===== src/rtl/scan_ctrl.sv =====
// scan_ctrl: tactile sensor matrix scan sequencer.
// Steps (sw, rd) selections row-major with rd as the inner loop. For each
// crossing it settles the analog path, handshakes one ADC conversion and
// writes the sample to the frame buffer at rd + RD_WIRE_CNT*sw.
// Optional build macro: SCAN_ADC_TIMEOUT_EN adds a CONVERT timeout. On timeout
// the sequencer writes an all-ones sentinel and sets a sticky error flag.
module scan_ctrl #(
  parameter int SW_WIRE_CNT    = 16,
  parameter int RD_WIRE_CNT    = 16,
  parameter int SETTLE_CYCLES  = 100,
  parameter int ADC_WIDTH      = 12,
  parameter int TIMEOUT_CYCLES = 1024,
  localparam int SW_W = $clog2(SW_WIRE_CNT),
  localparam int RD_W = $clog2(RD_WIRE_CNT),
  localparam int AW   = $clog2(SW_WIRE_CNT*RD_WIRE_CNT)
) (
  input  logic                 clk_in,
  input  logic                 rst_in,
  input  logic                 start_in,
  input  logic                 continuous_in,
  output logic [SW_W-1:0]      sw_sel_out,
  output logic [RD_W-1:0]      rd_sel_out,
  output logic                 sel_valid_out,
  output logic                 adc_start_out,
  input  logic                 adc_valid_in,
  input  logic [ADC_WIDTH-1:0] adc_data_in,
  output logic                 wr_en_out,
  output logic [AW-1:0]        wr_addr_out,
  output logic [ADC_WIDTH-1:0] wr_data_out,
  output logic                 frame_done_out,
  output logic                 busy_out,
  output logic                 timeout_err_out
);

  // One counter serves both SETTLE and CONVERT, so it is sized for the larger.
  localparam int CNT_MAX = (SETTLE_CYCLES > TIMEOUT_CYCLES) ? SETTLE_CYCLES : TIMEOUT_CYCLES;
  localparam int CW      = $clog2(CNT_MAX + 1);

  localparam logic [SW_W-1:0] SW_LAST = SW_W'(SW_WIRE_CNT - 1);
  localparam logic [RD_W-1:0] RD_LAST = RD_W'(RD_WIRE_CNT - 1);

  typedef enum logic [2:0] {
    IDLE    = 3'd0,
    SETTLE  = 3'd1,
    CONVERT = 3'd2,
    WRITE   = 3'd3,
    ADVANCE = 3'd4
  } state_t;

  state_t               state_q, state_d;
  logic [SW_W-1:0]      sw_q, sw_d;
  logic [RD_W-1:0]      rd_q, rd_d;
  logic [CW-1:0]        cnt_q, cnt_d;
  logic                 conv_first_q, conv_first_d;
  logic [AW-1:0]        addr_q, addr_d;
  logic [ADC_WIDTH-1:0] data_q, data_d;
`ifdef SCAN_ADC_TIMEOUT_EN
  logic                 err_q, err_d;
`endif

  logic          last_cell;
  logic [AW-1:0] cell_addr;

  assign last_cell = (sw_q == SW_LAST) && (rd_q == RD_LAST);
  // Full address width on every operand so the product cannot truncate.
  assign cell_addr = AW'(rd_q) + AW'(RD_WIRE_CNT) * AW'(sw_q);

  // State and datapath registers; reset aborts any frame in progress.
  always_ff @(posedge clk_in or negedge rst_in) begin
    if (!rst_in) begin
      state_q      <= IDLE;
      sw_q         <= '0;
      rd_q         <= '0;
      cnt_q        <= '0;
      conv_first_q <= 1'b0;
      addr_q       <= '0;
      data_q       <= '0;
`ifdef SCAN_ADC_TIMEOUT_EN
      err_q        <= 1'b0;
`endif
    end else begin
      state_q      <= state_d;
      sw_q         <= sw_d;
      rd_q         <= rd_d;
      cnt_q        <= cnt_d;
      conv_first_q <= conv_first_d;
      addr_q       <= addr_d;
      data_q       <= data_d;
`ifdef SCAN_ADC_TIMEOUT_EN
      err_q        <= err_d;
`endif
    end
  end

  // Next-state logic: settle, convert, write, then advance to the next cell.
  always_comb begin
    state_d      = state_q;
    sw_d         = sw_q;
    rd_d         = rd_q;
    cnt_d        = cnt_q;
    conv_first_d = conv_first_q;
    addr_d       = addr_q;
    data_d       = data_q;
`ifdef SCAN_ADC_TIMEOUT_EN
    err_d        = err_q;
`endif
    unique case (state_q)
      IDLE: begin
        if (start_in) begin
          state_d = SETTLE;
          sw_d    = '0;
          rd_d    = '0;
          cnt_d   = '0;
`ifdef SCAN_ADC_TIMEOUT_EN
          err_d   = 1'b0;
`endif
        end
      end
      SETTLE: begin
        if (cnt_q == CW'(SETTLE_CYCLES - 1)) begin
          state_d      = CONVERT;
          cnt_d        = '0;
          conv_first_d = 1'b1;
        end else begin
          cnt_d = cnt_q + 1'b1;
        end
      end
      CONVERT: begin
        conv_first_d = 1'b0;
        // A valid pulse on the request cycle belongs to no conversion of ours.
        if (!conv_first_q && adc_valid_in) begin
          state_d = WRITE;
          data_d  = adc_data_in;
          addr_d  = cell_addr;
          cnt_d   = '0;
        end
`ifdef SCAN_ADC_TIMEOUT_EN
        else if (cnt_q == CW'(TIMEOUT_CYCLES - 1)) begin
          state_d = WRITE;
          data_d  = '1;
          addr_d  = cell_addr;
          cnt_d   = '0;
          err_d   = 1'b1;
        end else begin
          cnt_d = cnt_q + 1'b1;
        end
`endif
      end
      WRITE: begin
        state_d = ADVANCE;
      end
      ADVANCE: begin
        cnt_d = '0;
        if (last_cell) begin
          sw_d    = '0;
          rd_d    = '0;
          state_d = continuous_in ? SETTLE : IDLE;
        end else begin
          state_d = SETTLE;
          if (rd_q == RD_LAST) begin
            rd_d = '0;
            sw_d = sw_q + 1'b1;
          end else begin
            rd_d = rd_q + 1'b1;
          end
        end
      end
      default: state_d = IDLE;
    endcase
  end

  assign sw_sel_out     = sw_q;
  assign rd_sel_out     = rd_q;
  assign sel_valid_out  = (state_q != IDLE);
  assign busy_out       = (state_q != IDLE);
  assign adc_start_out  = (state_q == CONVERT) && conv_first_q;
  assign wr_en_out      = (state_q == WRITE);
  assign wr_addr_out    = addr_q;
  assign wr_data_out    = data_q;
  assign frame_done_out = (state_q == ADVANCE) && last_cell;
`ifdef SCAN_ADC_TIMEOUT_EN
  assign timeout_err_out = err_q;
`else
  assign timeout_err_out = 1'b0;
`endif

endmodule


===== config.mk =====
export PLATFORM = sky130hd
export DESIGN_NAME = scan_ctrl
export DESIGN_NICKNAME = d
export VERILOG_FILES = /design/src/rtl/scan_ctrl.sv
export SDC_FILE = /design/constraint.sdc
export NUM_CORES = 1
export LEC_CHECK = 0
export CAP_MARGIN = 20
export CORE_MARGIN = 2
export CORE_UTILIZATION = 44
export CTS_BUF_LIST = sky130_fd_sc_hd__clkbuf_4 sky130_fd_sc_hd__clkbuf_8 sky130_fd_sc_hd__clkbuf_16
export CTS_CLUSTER_SIZE = 10
export DETAILED_ROUTE_END_ITERATION = 8
export GPL_TIMING_DRIVEN = 0
export PLACE_DENSITY = 0.86
export SYNTH_ARGS = -nofsm -noshare
export SYNTH_HDL_FRONTEND = slang
export SYNTH_SLANG_ARGS = --single-unit

===== constraint.sdc =====
create_clock -name clk_in -period 1.73 [get_ports clk_in]
set_input_delay 0.173 -clock clk_in [delete_from_list [all_inputs] [get_ports clk_in]]
set_output_delay 0.173 -clock clk_in [all_outputs]
set_load 0.01 [all_outputs]

# Word-level counts from Yosys, hierarchy flattened
# Cells that the tools add are included.
# op_classes
add_sub_neg	4
n_eq_ne	11
n_mux	19
n_reduce_logical	16
# op_table
op	n
one-hot mux 11 bit (4 select lines)	1
two-way mux 11 bit	3
two-way mux 4 bit	5
one-hot mux 4 bit (2 select lines)	2
one-hot mux 3 bit (5 select lines)	1
adder 11 x 1 -> 11 bit, second input constant	1
== test 11 x 7 -> 1 bit, second input constant	1
two-way mux 3 bit	3
AND reduction 3 bit	3
adder 4 x 1 -> 4 bit, second input constant	2
adder 4 x 8 -> 8 bit	1
== test 4 bit, second input constant	2
== test 3 x 2 -> 1 bit, second input constant	2
!= test 2 bit, second input constant	3
AND reduction 2 bit	3
logical AND 1 bit	4
nonzero test 2 bit	2
nonzero test 4 bit	1
== test 3 x 1 -> 1 bit, second input constant	1
== test 3 bit, second input constant	1
logical NOT 3 bit	1
two-way mux 1 bit	3
!= test 3 bit, second input constant	1
nonzero test 3 bit	1
2 further kinds	2
# totals
reg_bits	43
inputBits	17
output_inout_bits	34
wordCells	57

# Logic depth before layout (Yosys ltp)
# depth
ltp_word	4
ltp_mapped	7
depth_no_buf	6

# Worst setup path before layout
# No wires, ideal clock.
# synth_path
path_kind	reg2reg
start	register state_q[1]
end	register cnt_q[8]
setup_ps	75
arrival_time_ps	1654
required_time_ps	1655
slack_ps	1
path_stages_with_launch	8
path_buffers	2
synth_period_minus_slack_ps	1729
path_cell_list	dfrtp_1 buf_6 or3b_4 o21ai_4 nor2_4 buf_6 or3_1 a21oi_2
# synth_via
elab_chain_cells	3
elab_cells_between_ends	9
classes_between	eq/ne (5); mux (1); reduce/logical (3)
# synth_rtl
element	line_no	source
start, declared	50	state_t state_q, state_d;
start signal, assigned	82	state_q <= state_d;
== test 3 x 2 -> 1 bit (tied with other cells)	107	unique case (state_q)
nonzero test 4 bit (no source line) / != test 2 bit (equally long branches)	--	
AND reduction 3 bit (no source line)	--	
end signal, assigned	85	cnt_q <= cnt_d;
end, declared	53	logic [CW-1:0] cnt_q, cnt_d;
# Parallel ways exist; a longest one is shown, timed or not.
# A chain may end at the register's enable or synchronous reset.

# Worst setup path in the final report
# Ends and elaborated chain as after synthesis.

==> impl_metrics.tcl <==
set metrics [dict create \
    outcome "completed" \
    place_hpwl_um 3450 \
    crit_type "reg2reg" \
    synthTopCellsByArea "dfrtp_1, nand2_1, nand3_1" \
    ys_types 40 \
    path_cells "buf_6 -> or3b_4 -> o21ai_4 -> nor2_4 -> buf_6 -> or3_4 -> a21oi_2" \
    crit_path_max_incr_delay_ns 0.41 \
    finalCriticalPeriod_ns 1.73 \
    ys_seq_elements 43 \
    r2r-end "cnt_q[8]" \
    cts-buffers-inserted 5 \
    synth.cell_area_um2 2080 \
    tns_ns 0 \
    synth_area_leader_cell "dfrtp_1" \
    slew_headroom_pct 55.7 \
    drc 0 \
    root_buffer "clkbuf_8" \
    yosys_warnings 0 \
    crit_required_ns 1.97 \
    setup_viol 0 \
    synth_area_per_cell_um2 9.10 \
    rows 25 \
    clock_skew_ns 0.00988 \
    r2r-start "state_q[1]" \
    worstSetupStartpoint "state_q[1]" \
    drt_pre_antenna_iters 4 \
    startpoint_type "flop" \
    drt-total-wl_um 5610 \
    ir_worst_vdd_v 0.000410 \
    core_um2 4630 \
    power_mw 2.63 \
    dieWidth_um 72.8 \
    track_usage_pct 21.0 \
    grt_max_degree 26 \
    synth_flop_cell "dfrtp_1" \
    antenna_cells 0 \
    leakagePower_nw 1.41 \
    cpMostUsedCell "buf_6" \
    path_delay_family "simple AND/OR/NAND/NOR gates" \
    wl_per_cell_um 15.7 \
    design_area_um2 3030 \
    synth_cells 229 \
    clk_pin_slew_worst_paths_ns 0.08 \
    max_freq_mhz 579 \
    layout.nets 322 \
    arrival_ns 1.97 \
    reg2regPathDepth 7 \
    p_per_area_nw_per_um2 867 \
    timing.final.crit_share_pct 99.8 \
    hold_class "in2async" \
    cp_slowest_cell "or3b_4" \
    dr.first_iter.drc_count 238 \
    seq_area_frac_synth_pct 51.7 \
    syn2layout_area_growth_pct 45.5 \
    cts.path.max_buffers 2 \
    die_y_um 72.8 \
    cts_sinks 43 \
    cp-end-kind "flop" \
    synth_edf_count 0 \
    hold_viol 0 \
    ant_nets 0 \
    maxCapViolCount 0 \
    grt.overflow.total 0 \
    place_congestion 0.857 \
    placed_cell_area_um2 2660 \
    drv_slew 0 \
    synth_top_area_share_pct 51.7 \
    antenna_found_initial 0 \
    die-area_um2 5300 \
    reg2reg_slack_ns 0.003 \
    initial_core_util_pct 45.0 \
    syn_nets 249 \
    clk_latency_ns 0.30 \
    viasPerCell 5.54 \
    rsz0062_at_grt "yes" \
    grt_pass1_wl_um 8540 \
    drive_above_1_share_pct 23.8 \
    synthArstFlopShare_pct 100 \
    io_pins 51 \
    tightest_slew_ns 0.658 \
    h-tree-depth 2 \
    cts_tree "done" \
    numPortBuffers 49 \
    grt_pass1_vias 1866 \
    cp_max_fo 9 \
    cp.buffers_inverters 2 \
    num_vias 1978 \
]
==> per-stage QoR <==
stage | utilization (%) | hold slack [ns] | worst slack, ns | cells
finish | 65.5 | 0.381 | 0.00319 | 357
global placement | 57.1 | 0.457 | -0.557 | 332
global route | 65.5 | 0.402 | -0.0779 | 357
CTS | 62.9 | 0.378 | -0.0528 | 353
floorplan | - | -0.123 | 0.00110 | 229
detailed placement | 57.5 | 0.154 | -0.370 | 333
==> how the worst max path moves through the flow <==
stage	end	slack (ns)	cells past startpoint
2_1_floorplan	cnt_q[8]	0.001	7
3_5_place_dp	cnt_q[10]	-0.37	7
3_3_place_gp	cnt_q[6]	-0.56	1
6_report	cnt_q[8]	0.003	7
5_1_grt	state_q[0]	-0.08	7
4_1_cts	frame_done_out	-0.05	6
==> cell usage in the layout, fill, tap and decap left out, types with 2 or more instances in the layout <==
master,instances
a21oi_1,8
a21oi_2,3
a22o_1,4
and3_1,4
buf_2,4
buf_4,17
buf_6,5
clkbuf_1,2
clkbuf_2,3
clkbuf_8,6
clkdlybuf4s50_1,43
dfrtp_1,42
nand2_1,71
nand3_1,12
nand4_1,2
nor2_1,8
nor2_4,4
nor2b_1,2
nor3_1,3
nor4_1,2
o21ai_0,6
o21ai_4,3
o31ai_1,3
or3_1,3
or3_4,4
xor2_1,2
==> registers in the layout, indices dropped and copies added (netlist names) <==
signal	count
conv_first_q	1
wr_data_out	12
state_q	3
rd_sel_out	4
wr_addr_out	8
cnt_q	11
sw_sel_out	4
==> routing by layer <==
metal	part of all wire (%)	GRT usage, %	vias to the layer above
met4	2.4	8.44	0
met1	39	25.0	968
li1	-	-	926
met5	0	0	-
met3	4.5	3.45	13
met2	54	37.4	71
==> layout make-up <==
cell class / count / area [um^2]
sequential: 43 / 1080
timing repair buffer: 67 / 632
clock buffer: 6 / 76.3
clock inverter: 2 / 12.5
fill: 342 / 1600
inverter: 2 / 7.51
tap: 54 / 67.6
buffer: 11 / 85.1
multi-input combinational: 172 / 1070
==> power by group <==
group	switching, mW	internal (mW)
registers	0.0805	1.07
clock network	0.354	0.298
logic	0.420	0.408
==> worst reg2reg max path, delay by kind of cell, from the launching register on <==
kind,cells,cell delay [ns]
AND/OR/NAND/NOR,3,0.81
buffers and inverters,2,0.26
AO/OA/AOI/OAI,2,0.21
flip-flops,1,0.38
==> logic make-up (layout without fill, tap and decap cells) <==
group | after synthesis | after routing | share of synthesized area (%)
buffers and inverters | 14 | 88 | 3.96
adder cells (fa/ha/maj) | 3 | 3 | 1.80
multiplexers | 3 | 3 | 1.56
XOR/XNOR | 2 | 2 | 0.841
other | 1 | 1 | 0.180
AND/OR/NAND/NOR | 128 | 128 | 28.9
flip-flops | 43 | 43 | 51.7
AO/OA/AOI/OAI | 35 | 35 | 11.1
==> timing repair <==
action                                 in CTS  in global routing
pin swaps                                   7                 10
hold buffers                                1                  0
resized for setup                          33                 35
setup endpoints to repair                  19                 36
buffers inserted                           12                  4
endpoints found under the hold margin      18                  0
==> synth_stat cells, drive strengths merged (2+ instances only) <==
master  instances
a21oi          11
a22o            4
and3            5
buf             5
clkbuf          7
dfrtp          43
ha              3
inv             2
mux2            2
nand2          72
nand3          13
nand4           2
nor2           13
nor2b           2
nor3            4
nor4            3
o21ai          11
o31ai           3
or3             7
xor2            2
No activity file was read; power rests on OpenSTA's default activity.
